$ cat src/rtl/pipe_ctrl_pkg.sv
// pipe_ctrl_pkg: shared types and constants for the pipeline hazard controller
package pipe_ctrl_pkg;
  typedef enum logic {RUN, DROP} hz_state_e;
  typedef enum logic [1:0] {FWD_RF, FWD_W, FWD_A, FWD_M} fwd_sel_e;
  localparam int REG_X0 = 0;
endpackage

$ cat src/rtl/pipe_hazard_ctrl_if.sv
// pipe_hazard_ctrl_if: pipeline status in, stall/flush/forward control out
interface pipe_hazard_ctrl_if #(
  parameter int CNT_W  = 32,
  parameter int REG_AW = 5
);
  logic [REG_AW-1:0] Rs1D, Rs2D, Rs1E, Rs2E, RdE, RdM, RdA, RdW;
  logic              UseRs1D, UseRs2D;
  logic              RegWriteE, RegWriteM, RegWriteA, RegWriteW;
  logic              MemReadE, MemReadM;
  logic              MispredictE, ImemValidF, DmemReqM, DmemGntM;
  logic              StallF, StallD, StallE, StallM;
  logic              FlushD, FlushE, FlushA;
  logic [1:0]        ForwardAE, ForwardBE;
  logic              ImemDiscardF;
  logic [CNT_W-1:0]  StallCnt, FlushCnt;
  modport master (
    input  Rs1D, Rs2D, Rs1E, Rs2E, RdE, RdM, RdA, RdW, UseRs1D, UseRs2D,
           RegWriteE, RegWriteM, RegWriteA, RegWriteW, MemReadE, MemReadM,
           MispredictE, ImemValidF, DmemReqM, DmemGntM,
    output StallF, StallD, StallE, StallM, FlushD, FlushE, FlushA,
           ForwardAE, ForwardBE, ImemDiscardF, StallCnt, FlushCnt
  );
  modport slave (
    output Rs1D, Rs2D, Rs1E, Rs2E, RdE, RdM, RdA, RdW, UseRs1D, UseRs2D,
           RegWriteE, RegWriteM, RegWriteA, RegWriteW, MemReadE, MemReadM,
           MispredictE, ImemValidF, DmemReqM, DmemGntM,
    input  StallF, StallD, StallE, StallM, FlushD, FlushE, FlushA,
           ForwardAE, ForwardBE, ImemDiscardF, StallCnt, FlushCnt
  );
endinterface

$ cat src/rtl/pipe_fwd_sel.sv
// pipe_fwd_sel: pick the youngest writer of one E-stage source operand
module pipe_fwd_sel
  import pipe_ctrl_pkg::*;
#(
  parameter int REG_AW = 5
) (
  input  logic [REG_AW-1:0] rs_i,
  input  logic [REG_AW-1:0] rd_m_i,
  input  logic [REG_AW-1:0] rd_a_i,
  input  logic [REG_AW-1:0] rd_w_i,
  input  logic              we_m_i,
  input  logic              we_a_i,
  input  logic              we_w_i,
  input  logic              mem_read_m_i,
  output fwd_sel_e          sel_o
);
  localparam logic [REG_AW-1:0] X0 = REG_AW'(REG_X0);
  logic hit_m, hit_a, hit_w;
  // load data is not ready in M, so M only forwards ALU results
  always_comb begin
    hit_m = we_m_i && !mem_read_m_i && rd_m_i != X0 && rd_m_i == rs_i;
    hit_a = we_a_i && rd_a_i != X0 && rd_a_i == rs_i;
    hit_w = we_w_i && rd_w_i != X0 && rd_w_i == rs_i;
    sel_o = hit_m ? FWD_M : hit_a ? FWD_A : hit_w ? FWD_W : FWD_RF;
  end
endmodule

$ cat src/rtl/pipe_hazard_ctrl.sv
// pipe_hazard_ctrl: stall/flush priority, fetch-drop FSM, forwarding and perf counters
module pipe_hazard_ctrl
  import pipe_ctrl_pkg::*;
#(
  parameter int CNT_W  = 32,
  parameter int REG_AW = 5
) (
  input  logic               clk,
  input  logic               n_rst,
  pipe_hazard_ctrl_if.master bus
);
  localparam logic [REG_AW-1:0] X0 = REG_AW'(REG_X0);
  hz_state_e        state_q, state_d;
  logic [CNT_W-1:0] stall_cnt_q, stall_cnt_d, flush_cnt_q, flush_cnt_d;
  logic             dmem_wait, mp_acc, lu_e, lu_m, load_use, drop, fetch_wait;
  logic             stall_f, stall_d, stall_em, flush_d, flush_e, discard;
  fwd_sel_e         fwd_a, fwd_b;
  logic             unused_reg_write_e;

  assign unused_reg_write_e = bus.RegWriteE;

  pipe_fwd_sel #(.REG_AW(REG_AW)) u_fwd_a (
    .rs_i(bus.Rs1E), .rd_m_i(bus.RdM), .rd_a_i(bus.RdA), .rd_w_i(bus.RdW),
    .we_m_i(bus.RegWriteM), .we_a_i(bus.RegWriteA), .we_w_i(bus.RegWriteW),
    .mem_read_m_i(bus.MemReadM), .sel_o(fwd_a)
  );

  pipe_fwd_sel #(.REG_AW(REG_AW)) u_fwd_b (
    .rs_i(bus.Rs2E), .rd_m_i(bus.RdM), .rd_a_i(bus.RdA), .rd_w_i(bus.RdW),
    .we_m_i(bus.RegWriteM), .we_a_i(bus.RegWriteA), .we_w_i(bus.RegWriteW),
    .mem_read_m_i(bus.MemReadM), .sel_o(fwd_b)
  );

  // a redirect stalled by dmem wait is not accepted and leaves state untouched
  always_comb begin
    dmem_wait   = bus.DmemReqM && !bus.DmemGntM;
    mp_acc      = bus.MispredictE && !dmem_wait;
    lu_e        = bus.MemReadE && bus.RdE != X0 &&
                  ((bus.UseRs1D && bus.Rs1D == bus.RdE) || (bus.UseRs2D && bus.Rs2D == bus.RdE));
    lu_m        = bus.MemReadM && bus.RdM != X0 &&
                  ((bus.UseRs1D && bus.Rs1D == bus.RdM) || (bus.UseRs2D && bus.Rs2D == bus.RdM));
    load_use    = lu_e || lu_m;
    drop        = state_q == DROP;
    fetch_wait  = !bus.ImemValidF || drop;
    stall_f     = n_rst && (dmem_wait || (!mp_acc && (load_use || fetch_wait)));
    stall_d     = n_rst && (dmem_wait || (!mp_acc && load_use));
    stall_em    = n_rst && dmem_wait;
    flush_d     = n_rst && !dmem_wait && (mp_acc || (!load_use && fetch_wait));
    flush_e     = n_rst && (mp_acc || (!dmem_wait && load_use));
    discard     = n_rst && drop && bus.ImemValidF;
    state_d     = ((mp_acc && (drop || !bus.ImemValidF)) || (drop && !bus.ImemValidF)) ? DROP : RUN;
    stall_cnt_d = stall_cnt_q + CNT_W'(stall_f);
    flush_cnt_d = flush_cnt_q + CNT_W'(mp_acc);
  end

  always_ff @(posedge clk) begin
    if (!n_rst) begin
      state_q     <= RUN;
      stall_cnt_q <= '0;
      flush_cnt_q <= '0;
    end else begin
      state_q     <= state_d;
      stall_cnt_q <= stall_cnt_d;
      flush_cnt_q <= flush_cnt_d;
    end
  end

  assign bus.StallF       = stall_f;
  assign bus.StallD       = stall_d;
  assign bus.StallE       = stall_em;
  assign bus.StallM       = stall_em;
  assign bus.FlushD       = flush_d;
  assign bus.FlushE       = flush_e;
  assign bus.FlushA       = stall_em;
  assign bus.ImemDiscardF = discard;
  assign bus.ForwardAE    = n_rst ? fwd_a : FWD_RF;
  assign bus.ForwardBE    = n_rst ? fwd_b : FWD_RF;
  assign bus.StallCnt     = stall_cnt_q;
  assign bus.FlushCnt     = flush_cnt_q;
endmodule

$ cat src/flat_wrapper.sv
// flat-port wrapper written by rule: the top's interface ports become plain ports
module pipe_hazard_ctrl_flat import pipe_ctrl_pkg::*;
#(
  parameter int CNT_W  = 32,
  parameter int REG_AW = 5
)
  (clk, n_rst, bus_Rs1D, bus_Rs2D, bus_Rs1E, bus_Rs2E, bus_RdE, bus_RdM, bus_RdA, bus_RdW, bus_UseRs1D, bus_UseRs2D, bus_RegWriteE, bus_RegWriteM, bus_RegWriteA, bus_RegWriteW, bus_MemReadE, bus_MemReadM, bus_MispredictE, bus_ImemValidF, bus_DmemReqM, bus_DmemGntM, bus_StallF, bus_StallD, bus_StallE, bus_StallM, bus_FlushD, bus_FlushE, bus_FlushA, bus_ForwardAE, bus_ForwardBE, bus_ImemDiscardF, bus_StallCnt, bus_FlushCnt);
  pipe_hazard_ctrl_if #(.CNT_W(CNT_W), .REG_AW(REG_AW)) bus_i ();
  input  logic clk;
  input  logic n_rst;
  input wire logic [$bits(bus_i.Rs1D)-1:0] bus_Rs1D;
  input wire logic [$bits(bus_i.Rs2D)-1:0] bus_Rs2D;
  input wire logic [$bits(bus_i.Rs1E)-1:0] bus_Rs1E;
  input wire logic [$bits(bus_i.Rs2E)-1:0] bus_Rs2E;
  input wire logic [$bits(bus_i.RdE)-1:0] bus_RdE;
  input wire logic [$bits(bus_i.RdM)-1:0] bus_RdM;
  input wire logic [$bits(bus_i.RdA)-1:0] bus_RdA;
  input wire logic [$bits(bus_i.RdW)-1:0] bus_RdW;
  input wire logic [$bits(bus_i.UseRs1D)-1:0] bus_UseRs1D;
  input wire logic [$bits(bus_i.UseRs2D)-1:0] bus_UseRs2D;
  input wire logic [$bits(bus_i.RegWriteE)-1:0] bus_RegWriteE;
  input wire logic [$bits(bus_i.RegWriteM)-1:0] bus_RegWriteM;
  input wire logic [$bits(bus_i.RegWriteA)-1:0] bus_RegWriteA;
  input wire logic [$bits(bus_i.RegWriteW)-1:0] bus_RegWriteW;
  input wire logic [$bits(bus_i.MemReadE)-1:0] bus_MemReadE;
  input wire logic [$bits(bus_i.MemReadM)-1:0] bus_MemReadM;
  input wire logic [$bits(bus_i.MispredictE)-1:0] bus_MispredictE;
  input wire logic [$bits(bus_i.ImemValidF)-1:0] bus_ImemValidF;
  input wire logic [$bits(bus_i.DmemReqM)-1:0] bus_DmemReqM;
  input wire logic [$bits(bus_i.DmemGntM)-1:0] bus_DmemGntM;
  output wire logic [$bits(bus_i.StallF)-1:0] bus_StallF;
  output wire logic [$bits(bus_i.StallD)-1:0] bus_StallD;
  output wire logic [$bits(bus_i.StallE)-1:0] bus_StallE;
  output wire logic [$bits(bus_i.StallM)-1:0] bus_StallM;
  output wire logic [$bits(bus_i.FlushD)-1:0] bus_FlushD;
  output wire logic [$bits(bus_i.FlushE)-1:0] bus_FlushE;
  output wire logic [$bits(bus_i.FlushA)-1:0] bus_FlushA;
  output wire logic [$bits(bus_i.ForwardAE)-1:0] bus_ForwardAE;
  output wire logic [$bits(bus_i.ForwardBE)-1:0] bus_ForwardBE;
  output wire logic [$bits(bus_i.ImemDiscardF)-1:0] bus_ImemDiscardF;
  output wire logic [$bits(bus_i.StallCnt)-1:0] bus_StallCnt;
  output wire logic [$bits(bus_i.FlushCnt)-1:0] bus_FlushCnt;
  assign bus_i.Rs1D = bus_Rs1D;
  assign bus_i.Rs2D = bus_Rs2D;
  assign bus_i.Rs1E = bus_Rs1E;
  assign bus_i.Rs2E = bus_Rs2E;
  assign bus_i.RdE = bus_RdE;
  assign bus_i.RdM = bus_RdM;
  assign bus_i.RdA = bus_RdA;
  assign bus_i.RdW = bus_RdW;
  assign bus_i.UseRs1D = bus_UseRs1D;
  assign bus_i.UseRs2D = bus_UseRs2D;
  assign bus_i.RegWriteE = bus_RegWriteE;
  assign bus_i.RegWriteM = bus_RegWriteM;
  assign bus_i.RegWriteA = bus_RegWriteA;
  assign bus_i.RegWriteW = bus_RegWriteW;
  assign bus_i.MemReadE = bus_MemReadE;
  assign bus_i.MemReadM = bus_MemReadM;
  assign bus_i.MispredictE = bus_MispredictE;
  assign bus_i.ImemValidF = bus_ImemValidF;
  assign bus_i.DmemReqM = bus_DmemReqM;
  assign bus_i.DmemGntM = bus_DmemGntM;
  assign bus_StallF = bus_i.StallF;
  assign bus_StallD = bus_i.StallD;
  assign bus_StallE = bus_i.StallE;
  assign bus_StallM = bus_i.StallM;
  assign bus_FlushD = bus_i.FlushD;
  assign bus_FlushE = bus_i.FlushE;
  assign bus_FlushA = bus_i.FlushA;
  assign bus_ForwardAE = bus_i.ForwardAE;
  assign bus_ForwardBE = bus_i.ForwardBE;
  assign bus_ImemDiscardF = bus_i.ImemDiscardF;
  assign bus_StallCnt = bus_i.StallCnt;
  assign bus_FlushCnt = bus_i.FlushCnt;
  pipe_hazard_ctrl #(.CNT_W(CNT_W), .REG_AW(REG_AW)) u_core (.clk(clk), .n_rst(n_rst), .bus(bus_i));
endmodule
$ cat config.mk
export PLATFORM = sky130hd
export DESIGN_NAME = pipe_hazard_ctrl_flat
export DESIGN_NICKNAME = d
export VERILOG_FILES = /design/src/rtl/pipe_ctrl_pkg.sv /design/src/rtl/pipe_hazard_ctrl_if.sv /design/src/rtl/pipe_fwd_sel.sv /design/src/rtl/pipe_hazard_ctrl.sv /design/src/flat_wrapper.sv
export SDC_FILE = /design/constraint.sdc
export NUM_CORES = 1
export LEC_CHECK = 0
export CORE_MARGIN = 2
export CORE_UTILIZATION = 35
export DETAILED_ROUTE_END_ITERATION = 10
export PLACE_DENSITY = 0.79
export REMOVE_ABC_BUFFERS = 1
export SLEW_MARGIN = 10
export SYNTH_ARGS = -nofsm -noshare
export SYNTH_HDL_FRONTEND = slang
export SYNTH_HIERARCHICAL = 1
export SYNTH_SLANG_ARGS = --single-unit
$ cat constraint.sdc
create_clock -name clk -period 2.4 [get_ports clk]
set_input_delay 0.24 -clock clk [delete_from_list [all_inputs] [get_ports clk]]
set_output_delay 0.24 -clock clk [all_outputs]
set_load 0.01 [all_outputs]
==> summary.md <==
| Metric | Value |
|---|---|
| Status | finished with violations |
| Failing checks | negative setup slack |
| TritonCTS clock tree | done |
| Setup WS post-layout | -95.3 ps |
| Worst-skew pair later-pin latency | 340 ps |
| Number of synthesized register bits | 65 |
| Setup TNS | -468 ps |
| YS warnings | 6 |
| Placed Cells | 731 |
| Initial antenna violation count | 0 |
| MaxCap Viol Count | 0 |
| Worst Hold Path Cells | 2 |
| Area leader, netlist | dfxtp_1 |
| CP Data Required Time | 2610 ps |
| Hold Violations, Final | 0 |
| Syn Std Cell Area | 0.00373 mm² |
| GRT Total Usage | 19.3% |
| Dpl hpwl | 8170 µm |
| HP Class | register to register |
| PortBufs | 128 |
| RSZ-0062 raised after global routing | true |
| TritonCTS Buffers | 9 |
| CP Class | input port to register |
| Die area | 0.0115 mm² |
| # fillers | 931 |
| Cell family with most CP delay | simple AND/OR/NAND/NOR gates |
| I/O pin count | 130 |
| Reg2Reg Setup Slack | 110 ps |
| Worst-case reg-to-reg path depth | 10 |
| Tmin final | 2500 ps |
| CP endpoint kind | register |
| CTS H-tree depth | 3 |
| Chip width | 107 µm |
| Die H | 107 µm |
| Slew HR | 54.5% |
| Residual DRC | 0 |
| Critical path, cell by cell | buf_6, xnor2_2, nand4_1, o22ai_2, a32oi_2, a311oi_2, ha_2, ha_4, and4_4, nand4_1, buf_6, nor3_4, xnor2_1, nor2_1 |
| R2R Path Start | u_core/drop |
| Post-synth ARST share | 0% |
| Worst-path maximum fanout | 4 |
| WHS Endpoint | u_core/bus.FlushCnt[31] |
| Clock Skew | 11.1 ps |
| Setup violators final | 8 |
| Vias in the first global route | 3883 |
| Via count | 3825 |
| Crit start category | input port |
| Layout cells sized above 1 | 20.0% |
| Final Non-Filler Cells | 752 |
| Syn avg cell area | 8.30 µm² |
| Antenna-violating nets left | 0 |
| # hold bufs at CTS | 0 |
| Initial core utilization | 36.2% |
| First-pass GRT wire length | 18000 µm |
| Synth top area share | 34.8% |
| DR pass1 iterations | 4 |
| Hold Path Origin | u_core/bus.FlushCnt[31] |
| Core Region | 0.0103 mm² |
| Area delta synth->final | 55.9% |
| Worst VDD drop | 0.188 mV |
| Vias per std cell | 5.09 |
| DR WL/cell | 14.6 µm |
| Site Rows | 37 |
| Most frequent cell after synthesis | dfxtp_1 |
| Clk root buf | clkbuf_8 |
| Post-synth top flop | dfxtp_1 |
| Post-synth top cells | dfxtp_1, nor2_1, xnor2_1, xor2_1, nand2_1 |
| Tightest Pin Transition | 682 ps |
| Fin nets | 669 |
| Maximum number of pins on one net before global-route repair | 63 |
| Starting DRT DRC Count | 90 |
| Seq/Total Area, Yosys | 34.8% |
| Synth cell types | 45 |
| Max Root-Sink Buffers | 2 |
| Final Cycle Share | 104% |
| Clk sinks | 65 |
| CP max stage delay | 300 ps |
| Final Slew Violations | 0 |
| Synth top area cells | dfxtp_1, xnor2_1, xor2_1 |
| Total Routed Length | 11000 µm |
| Mapped Cells | 450 |
| Critical path arrival | 2710 ps |
| Leak pwr | 2.19 nW |
| Post-synth EDFFs | 0 |
| Ant. Diodes | 0 |
| GRT overflow | 0 |
| Worst r2r dst | u_core/bus.StallCnt[24] |
| Critical path buffers and inverters | 2 |
| CP max-delay cell | a311oi_2 |
| Pwr dens | 397 mW/mm² |
| Clock-pin slew on the worst setup and hold paths | 70 ps |
| Gpl congestion | 0.924 |
| Fmax | 401 MHz |
==> worst reg2reg max path, cell delays in order, from the launching register on <==
cell	delay, ps
dfxtp_1	340
nor2b_1	80
a311oi_2	320
ha_2	260
ha_4	130
and4_4	230
nand4_1	230
buf_6	230
nor3_4	170
xnor2_1	150
nor2_1	50
==> state kept, by name, indices dropped and copies added, names as in the netlist <==
signal               count
u_core/bus.StallCnt     32
u_core/drop              1
u_core/bus.FlushCnt     32
==> final cells by class <==
class | instances | area, µm² | share of cell area, %
repair buffers | 167 | 1580 | 27.0
inverters | 13 | 48.8 | 0.838
flip-flops and latches | 65 | 1300 | 22.3
well taps | 136 | 170 | 2.92
multi-input cells | 355 | 2550 | 43.7
clock inverters | 6 | 43.8 | 0.752
clock buffers | 10 | 138 | 2.36
==> cell usage in the layout (no fill, tap or decap), types with 2 or more instances in the layout <==
cell / Yosys / layout
nand2_1: 31 / 31
and2_1: 12 / 12
a21oi_1: 14 / 13
or3_1: 8 / 7
clkbuf_8: 0 / 10
buf_8: 0 / 4
o211ai_1: 2 / 2
dlymetal6s2s_1: 0 / 2
nand3_1: 20 / 20
nand4_1: 15 / 15
buf_6: 1 / 10
ha_1: 4 / 2
o21ai_0: 7 / 6
or2_2: 2 / 2
xor2_1: 37 / 36
dlygate4sd2_1: 0 / 7
o31ai_1: 3 / 3
nor3_4: 0 / 5
and4_1: 12 / 11
o22ai_2: 0 / 2
xnor2_2: 0 / 12
nor3_1: 26 / 20
nand4_2: 2 / 2
xnor2_1: 57 / 45
inv_1: 12 / 12
dfxtp_1: 65 / 65
clkdlybuf4s50_1: 0 / 98
nor4_1: 11 / 10
buf_2: 3 / 8
nor4_2: 4 / 5
nor4b_2: 0 / 2
nor2b_1: 4 / 4
buf_4: 2 / 35
and3_1: 2 / 2
o21ai_1: 2 / 2
clkinvlp_4: 0 / 4
nor2_1: 59 / 59
==> where the power goes <==
part	total, mW	internal [mW]	switching [mW]
registers	1.09	1.08	0.00516
logic	0.372	0.202	0.169
clock network	0.851	0.402	0.449
==> worst max path at each step <==
stage                     slack [ps]  cells after the start                       to        from
after floorplan                 -640                     11  u_core/bus.StallCnt[22]  bus_RdE[0]
after global placement          -830                     14  u_core/bus.StallCnt[20]  bus_RdM[1]
after detailed placement        -970                     13  u_core/bus.StallCnt[16]  bus_RdE[3]
after CTS                        -20                     13  u_core/bus.StallCnt[24]  bus_RdM[3]
after global routing            -210                     15  u_core/bus.StallCnt[24]  bus_RdM[2]
final                           -100                     14  u_core/bus.StallCnt[24]  bus_RdE[3]
==> routing by layer <==
| layer | wire (µm) | part of all wire, % | track usage (%) |
|---|---|---|---|
| met1 | 4400 | 40 | 21.1 |
| met2 | 5620 | 51 | 35.0 |
| met3 | 796 | 7.2 | 6.11 |
| met4 | 175 | 1.6 | 6.86 |
| met5 | 0 | 0 | 0 |
==> stage by stage <==
stage	setup slack, ps	hold WS (ps)	utilization [%]	total power, mW	cell area, µm²
6_report	-95.3	489	56.4	2.31	5820
4_1_cts	-16.9	496	54.3	2.30	5600
5_1_grt	-214	528	56.4	2.42	5820
3_5_place_dp	-970	479	52.0	1.45	5370
2_1_floorplan	-636	362	-	1.24	3650
3_3_place_gp	-828	474	52.0	1.44	5370
==> logic make-up (layout without fill, tap and decap cells) <==
group,count (synthesis),in the layout,synth area share [%]
flip-flops,65,65,34.8
multiplexers,1,1,0.268
AND/OR/NAND/NOR,220,220,32.3
adder cells (fa/ha/maj),4,4,1.34
XOR/XNOR,94,94,22.0
buffers and inverters,30,196,3.52
AO/OA/AOI/OAI,36,36,5.73
==> what timing repair did <==
item | CTS | global route
pin swaps | 31 | 26
endpoints found under the setup margin | 37 | 14
gates resized for setup | 113 | 48
setup buffers | 2 | 3
Note: power is estimated with default switching activity, not from simulation.
